**src/rtl/swap_scheduler.sv**
```systemverilog
// swap_scheduler: round-robin arbiter plus 3-step exchange sequencer that lets
// N_REQ requesters share one swap datapath on a register file.
//
// Ports:
//   clk, reset        rising-edge clock, synchronous active-high reset
//   req               per-requester level request, held until ack
//   addr_a, addr_b    packed word addresses, requester i at [i*ADDR_W +: ADDR_W]
//   ack               one-cycle completion pulse to the served requester
//   busy              high in every state except IDLE
//   grant_id          index of the requester being served
//   step              0=IDLE/DONE, 1=LOAD, 2=COPY, 3=WRITE
//   rd_addr, rd_data  combinational read port of the register file
//   wr_en, wr_addr,   write port of the register file
//   wr_data
//   swap_cnt          completed swaps, wraps at 16 bits
module swap_scheduler #(
  parameter int unsigned N_REQ  = 4,
  parameter int unsigned ADDR_W = 3,
  parameter int unsigned DATA_W = 8
) (
  input  logic                      clk,
  input  logic                      reset,
  input  logic [N_REQ-1:0]          req,
  input  logic [N_REQ*ADDR_W-1:0]   addr_a,
  input  logic [N_REQ*ADDR_W-1:0]   addr_b,
  output logic [N_REQ-1:0]          ack,
  output logic                      busy,
  output logic [$clog2(N_REQ)-1:0]  grant_id,
  output logic [1:0]                step,
  output logic [ADDR_W-1:0]         rd_addr,
  input  logic [DATA_W-1:0]         rd_data,
  output logic                      wr_en,
  output logic [ADDR_W-1:0]         wr_addr,
  output logic [DATA_W-1:0]         wr_data,
  output logic [15:0]               swap_cnt
);

  localparam int unsigned ID_W  = $clog2(N_REQ);
  localparam int unsigned CNT_W = 16;

  localparam logic [2:0] S_IDLE  = 3'd0;
  localparam logic [2:0] S_LOAD  = 3'd1;
  localparam logic [2:0] S_COPY  = 3'd2;
  localparam logic [2:0] S_WRITE = 3'd3;
  localparam logic [2:0] S_DONE  = 3'd4;

  logic [2:0]        state, state_d;
  logic [ID_W-1:0]   rr_ptr, rr_ptr_d;
  logic [ID_W-1:0]   grant_d;
  logic [ADDR_W-1:0] a_q, a_d;
  logic [ADDR_W-1:0] b_q, b_d;
  logic [DATA_W-1:0] temp_q, temp_d;
  logic [CNT_W-1:0]  cnt_d;

  logic              pick_valid;
  logic [ID_W-1:0]   pick_id;
  logic [ADDR_W-1:0] pick_a, pick_b;

  // (base + off) mod N_REQ, used for the cyclic search and pointer advance
  function automatic logic [ID_W-1:0] wrap_idx(input logic [ID_W-1:0] base,
                                               input int unsigned     off);
    int unsigned s;
    s = (32'(base) + off) % N_REQ;
    return ID_W'(s);
  endfunction

  // Round-robin pick: first set req bit at or after rr_ptr, cyclically
  always_comb begin
    pick_valid = 1'b0;
    pick_id    = '0;
    for (int unsigned k = 0; k < N_REQ; k++) begin
      if (!pick_valid && req[wrap_idx(rr_ptr, k)]) begin
        pick_valid = 1'b1;
        pick_id    = wrap_idx(rr_ptr, k);
      end
    end
    pick_a = addr_a[32'(pick_id) * ADDR_W +: ADDR_W];
    pick_b = addr_b[32'(pick_id) * ADDR_W +: ADDR_W];
  end

  // Next-state and output decode
  always_comb begin
    state_d  = state;
    rr_ptr_d = rr_ptr;
    grant_d  = grant_id;
    a_d      = a_q;
    b_d      = b_q;
    temp_d   = temp_q;
    cnt_d    = swap_cnt;

    ack      = '0;
    busy     = (state != S_IDLE);
    step     = 2'd0;
    rd_addr  = a_q;
    wr_en    = 1'b0;
    wr_addr  = '0;
    wr_data  = '0;

    case (state)
      S_IDLE: begin
        if (pick_valid) begin
          grant_d  = pick_id;
          a_d      = pick_a;
          b_d      = pick_b;
          rr_ptr_d = wrap_idx(pick_id, 1);
          // A==B needs no memory traffic; go straight to completion
          state_d  = (pick_a != pick_b) ? S_LOAD : S_DONE;
        end
      end
      S_LOAD: begin
        step    = 2'd1;
        rd_addr = a_q;
        temp_d  = rd_data;
        state_d = S_COPY;
      end
      S_COPY: begin
        step    = 2'd2;
        rd_addr = b_q;
        wr_en   = 1'b1;
        wr_addr = a_q;
        wr_data = rd_data;
        state_d = S_WRITE;
      end
      S_WRITE: begin
        step    = 2'd3;
        wr_en   = 1'b1;
        wr_addr = b_q;
        wr_data = temp_q;
        state_d = S_DONE;
      end
      S_DONE: begin
        ack[grant_id] = 1'b1;
        cnt_d         = swap_cnt + CNT_W'(1);
        state_d       = S_IDLE;
      end
      default: begin
        state_d = S_IDLE;
      end
    endcase
  end

  // State and latch registers
  always_ff @(posedge clk) begin
    if (reset) begin
      state    <= S_IDLE;
      rr_ptr   <= '0;
      grant_id <= '0;
      a_q      <= '0;
      b_q      <= '0;
      temp_q   <= '0;
      swap_cnt <= '0;
    end else begin
      state    <= state_d;
      rr_ptr   <= rr_ptr_d;
      grant_id <= grant_d;
      a_q      <= a_d;
      b_q      <= b_d;
      temp_q   <= temp_d;
      swap_cnt <= cnt_d;
    end
  end

endmodule
```
**config.mk**
```make
export PLATFORM = sky130hd
export DESIGN_NAME = swap_scheduler
export DESIGN_NICKNAME = d
export VERILOG_FILES = /design/src/rtl/swap_scheduler.sv
export SDC_FILE = /design/constraint.sdc
export NUM_CORES = 1
export LEC_CHECK = 0
export BUFFER_PORTS_ARGS = -buffer_cell sky130_fd_sc_hd__buf_2
export CAP_MARGIN = 30
export CORE_UTILIZATION = 52
export CTS_BUF_LIST = sky130_fd_sc_hd__clkbuf_16
export CTS_CLUSTER_DIAMETER = 50
export DETAILED_ROUTE_END_ITERATION = 7
export PLACE_DENSITY = 0.84
export SYNTH_ARGS = -nofsm -noshare
export SYNTH_HDL_FRONTEND = slang
export SYNTH_SLANG_ARGS = --single-unit
```
**constraint.sdc**
```tcl
create_clock -name clk -period 3.77 [get_ports clk]
set_input_delay 0.5655 -clock clk [delete_from_list [all_inputs] [get_ports clk]]
set_output_delay 0.5655 -clock clk [all_outputs]
set_load 0.05 [all_outputs]
```
# Word level (Yosys, flattened, before mapping)

Index checks and enable logic that the tools add are counted.

Reductions and logical operators: 11
Multiply operators: 1
Shift-type cells: 2
Order comparisons: 6
$add $sub $neg: 5
Multiplexer cells: 27
Eq/ne operators: 6

Operators with widths:

| kind                  | number |
|---|---|
| $shiftx 12x5->3       | 2 |
| $add 16x1->16 const B | 1 |
| $pmux 8 s2            | 1 |
| $lt 2x3->1 const B    | 5 |
| $pmux 3 s4            | 1 |
| $mux 1                | 10 |
| $mux 3                | 3 |
| $bmux 1 s2            | 4 |
| $mux 2                | 4 |
| $eq 3x2->1 const B    | 2 |
| $pmux 2 s3            | 1 |
| $pmux 3 s2            | 1 |
| $add 2x1->2 const B   | 2 |
| $add 2x2->2 const B   | 2 |
| $logic_and 1x1->1     | 4 |
| $mul 2x2->4 const B   | 1 |
| $mux 4                | 1 |
| $eq 3x1->1 const B    | 1 |
| $eq 3x3->1 const B    | 1 |
| $logic_not 1->1       | 3 |
| $logic_not 3->1       | 1 |
| $ne 3x3->1            | 1 |
| $reduce_bool 3->1     | 1 |
| $demux 1 s2           | 1 |
| 4 further kinds       | 4 |

Bits in registers: 37
Output and inout port bits: 40
Word-level logic and storage cells: 65

# Logic depth before layout (Yosys ltp)

Depth after elaboration: 18
Gate-level depth with buffers: 9

# Worst setup path after synthesis

OpenSTA, ideal clock, no wires.

Path type: input -> register
Start: in req[0]
End: reg state[2]
Required time: 3,691 ps
Setup time: 79 ps
Buffers on the path: 0
Setup slack: 1,162 ps
Arrival: 2,529 ps
Stages: 7
Cells stage by stage: a21oi_1 o21ai_1 a21oi_1 mux2_2 xor2_1 or4_1 a211oi_2

Word-level cells in the longest chain between the ends: 18
Elaborated cells between the ends (all ways): 30

Ends and longest elaborated chain:

| item                                      | line   | source |
|---|---|---|
| from (decl)                               | 23     | `input logic [N_REQ-1:0] req,` |
| $bmux 1 s2                                | 72     | `if (!pick_valid && req[wrap_idx(rr_ptr, k)]) begin` |
| $mux 1 (implied by the code)              | 72     |  |
| $mux 1                                    | 72     |  |
| $logic_not 1->1                           | 72     |  |
| $logic_and 1x1->1                         | 72     |  |
| $mux 1                                    | 72     |  |
| $logic_not 1->1                           | 72     |  |
| $logic_and 1x1->1                         | 72     |  |
| [... 2 more ...]                          | -      |  |
| $logic_and 1x1->1                         | 72     |  |
| $mux 2                                    | 72     |  |
| $mul 2x2->4                               | 77, 78 |  |
| $shiftx 12x5->3, on equally long branches | 77, 78 |  |
| $ne 3x3->1                                | 107    | `state_d = (pick_a != pick_b) ? S_LOAD : S_DONE;` |
| $mux 3                                    | 107    |  |
| $mux 3                                    | 101    | `if (pick_valid) begin` |
| $pmux 3 s4                                | 99     | `case (state)` |
| to (signal assigned)                      | 153    | `state <= state_d;` |
| to (decl)                                 | 47     | `logic [2:0] state, state_d;` |

Parallel ways exist; a longest one is shown, timed or not. The select of a mux whose other input is x is not followed.
A chain may end at the register's enable or synchronous reset.

# Final worst setup path

Same ends and word-level chain as after synthesis.

==> metrics.md <==
| Metric | Value |
|---|---|
| Status | complete, no violations |
| Routed WL per cell | 12.2 µm |
| Filler Cell Count | 312 |
| Final RePlAce weighted congestion | 0.779 |
| Setup TNS Final | 0 ns |
| I/O pins | 78 |
| Largest net degree at the start of global routing | 38 |
| Starting density of the core | 54.8% |
| CP Capture Type | flop |
| Synthesized flop and latch total | 37 |
| Yosys cell types | 32 |
| Final Setup Violations | 0 |
| Worst EP arrival | 2.86 ns |
| P_leak | 1.21 nW |
| Post-Syn Area | 2020 µm² |
| Synth top area cells | dfxtp_1 37%, mux2i_1 16%, nor2_1 10% |
| Psw | 0.923 mW |
| # clock sinks | 37 |
| R2r setup slk | 1.13 ns |
| Largest family of logic cells by synthesized area | simple AND/OR/NAND/NOR gates |
| WL final | 4330 µm |
| IO buf count | 77 |
| Pwr/cell area | 795 nW/µm² |
| EDFF count, synth | 0 |
| PnR worst setup slack | 1.11 ns |
| Combinational share of power | 51.8% |
| Maximum VDD drop | 0.000589 V |
| Clk buf depth | 2 |
| DRC viols | 0 |
| Top cells by count, synth | 56 x nor2_1, 37 x dfxtp_1, 33 x mux2i_1 |
| Dpl cell area | 2390 µm² |
| Rel. slew slack | 40.2% |
| Synth top area share | 36.6% |
| H-tree Lvls | 2 |
| Top-count cell post-synth | nor2_1 |
| Syn Area/Cell | 8.46 µm² |
| Multi-input gate area | 1190 µm² |
| Clock Latency Late Sink | 0.27 ns |
| Die X | 64.4 µm |
| Dpl ws | 0.832 ns |
| Crit Path Class | in -> reg |
| Total grt overflow | 0 |
| First-pass GRT wire length | 7320 µm |
| Crit-path max FO | 8 |
| Worst path most repeated cell | a21oi_1 |
| Hold_buf cts | 0 |
| Nets@finish | 345 |
| Async S/R FF share, synth | 0% |
| Sequence of cells on the critical path | buf_2, a21oi_1, o21ai_1, a21oi_1, mux2_2, xor2_1, or4_1, a211oi_2 |
| Core ar. | 3690 µm² |
| Sw Ratio | 46.0% |
| # rows | 22 |
| Final Hold Vio Count | 0 |
| Gr usage total | 22.5% |
| Antenna violations before repair | 0 |
| Inst Count DP | 347 |
| Vias post-DR | 1851 |
| GR Layer Usage met1 | 24.3% |
| Post-DR vias/cell | 5.23 |
| Reg2reg end | state[2] |
| Final period utilization | 70.6% |
| Post-synthesis simple-gate area fraction | 22.5% |
| Max-cap violations | 0 |
| Worst Skew | 0.00237 ns |
| Primary FF master, synth | dfxtp_1 |
| Global routing usage on met3 | 5.18% |
| RR Startpoint | rr_ptr[0] |
| Clock Power Share | 18.5% |
| Post-synth top area cell | dfxtp_1 |
| Critical Path Start Type | input port |
| Root Buffer Master | clkbuf_16 |
| Slowest Stage Delay on Critical Path | 0.61 ns |
| Compound-gate portion of the synthesized area | 5.57% |
| Synth Net Count | 278 |
| Final slew viol count | 0 |
| TritonCTS Buffers | 5 |
| Gate Count Post-Synth | 239 |
| Die area | 4140 µm² |
| Final ANT Viol Nets | 0 |
| Pint | 1.08 mW |
| Worst R2R Path Depth | 8 |
| Global routing met2 resource utilization | 41.6% |
| Sequential-to-total area share from yosys stat | 36.6% |
| Unrepaired setup endpoints after global routing | no |
| Ant. Diodes | 0 |
| Vias in the first global route | 1740 |
| Xor and xnor fraction of the mapped netlist area | 8.66% |
| Measured slew at the worst slew-check pin | 0.896 ns |
| Final min period | 2.66 ns |
| Ratio of cells with drive above 1 in the final layout | 31.0% |
| Drt first pass iters | 4 |
| Post-Synth Adder-Cell Area | 0.619% |
| Setup Fix Bufs, Post-CTS | 0 |
| Final non-filler cell area | 2520 µm² |
| FF+latch area | 741 µm² |
| Post-CTS sizing | 0 |
| Slowest CP cell | a21oi_1 |
| DRT iter0 DRCs | 65 |
| Mux cell area share after synthesis | 21.3% |
| Detailed placement HPWL | 3190 µm |
| Hold Path Class | reg -> reg |
| Hold-critical path depth | 2 |
| Hold path startpoint | temp_q[3] |
| CTS tree | built |
| Clock Pin Slew Worst Setup and Hold Paths | 0.05 ns |
| Hold Crit Endpoint | temp_q[3] |
| Critical Path RT | 3.96 ns |
| Area growth syn-to-layout | 24.7% |
| Hold WS | 0.495 ns |
| Die Y | 64.4 µm |
| Fmax achieved | 375 MHz |
| Most used routing layer | met2 |
| Synth warnings | 0 |
| Fin cells | 354 |
| Sequential power share | 29.7% |
state kept, by name, summed over array words and instances, names as in the netlist:
| register | count |
|---|---|
| state | 3 |
| grant_id | 2 |
| temp_q | 8 |
| a_q | 3 |
| swap_cnt | 16 |
| b_q | 3 |
| rr_ptr | 2 |
power by group through the flow:
| stage | Sequential, mW | Combinational [mW] | Clock [mW] |
|---|---|---|---|
| after floorplan | 0.565 | 0.906 | 0 |
| after global placement | 0.595 | 1.02 | 0 |
| after detailed placement | 0.602 | 1.04 | 0 |
| after CTS | 0.594 | 1.04 | 0.381 |
| after global routing | 0.612 | 1.13 | 0.394 |
| final | 0.595 | 1.04 | 0.371 |
worst max path at each step:
stage | depth (start not counted) | startpoint | endpoint | slack, ns
floorplan | 7 | req[0] | state[2] | 1.16
global placement | 8 | req[0] | state[2] | 0.89
detailed placement | 8 | req[0] | state[2] | 0.83
CTS | 8 | req[0] | state[2] | 1.11
global route | 8 | rr_ptr[0] | state[2] | 0.95
finish | 8 | req[0] | state[2] | 1.11
worst max-delay path: cells and delay by family:
kind	cells	cell delay (ns)
AOI/OAI and AO/OA	4	1.03
and+or+nand+nor	1	0.53
muxes	1	0.43
xor gates and xnor gates	1	0.17
buffers and inverters	1	0.12
metal layers:
metal | part of all wire (%) | wire (µm)
met1 | 43 | 1870
met4 | 2.3 | 100
met2 | 50 | 2150
met3 | 4.7 | 203
met5 | 0 | 0
cells by family after synthesis:
kind of cell             Yosys count
AND/OR/NAND/NOR                  100
multiplexers                      42
flip-flops                        37
XOR/XNOR                          20
buffers and inverters             20
AO/OA/AOI/OAI                     19
adder cells (fa/ha/maj)            1
per-stage QoR:
step / util [%] / total power [mW]
2_1_floorplan: - / 1.47
3_3_place_gp: 64.8 / 1.61
3_5_place_dp: 64.8 / 1.64
4_1_cts: 68.4 / 2.02
5_1_grt: 68.4 / 2.13
6_report: 68.4 / 2.00
placed cells by master, fill, tap and decap left out, drive strengths merged, types with 5 or more instances in the layout:
master / count
a21oi: 14
mux2: 9
nor2: 57
buf: 77
mux2i: 33
and3: 5
xor2: 16
dfxtp: 37
nand2: 14
nand3: 5
clkbuf: 5
area by class of cell:
class / count / share of cell area, %
inverters: 3 / 0.447
repair buffers: 77 / 15.3
multi-input cells: 182 / 47.2
clock buffers: 5 / 4.96
clock inverters: 2 / 0.298
flip-flops and latches: 37 / 29.4
well taps: 48 / 2.38
(Power assumes the default switching activity.)
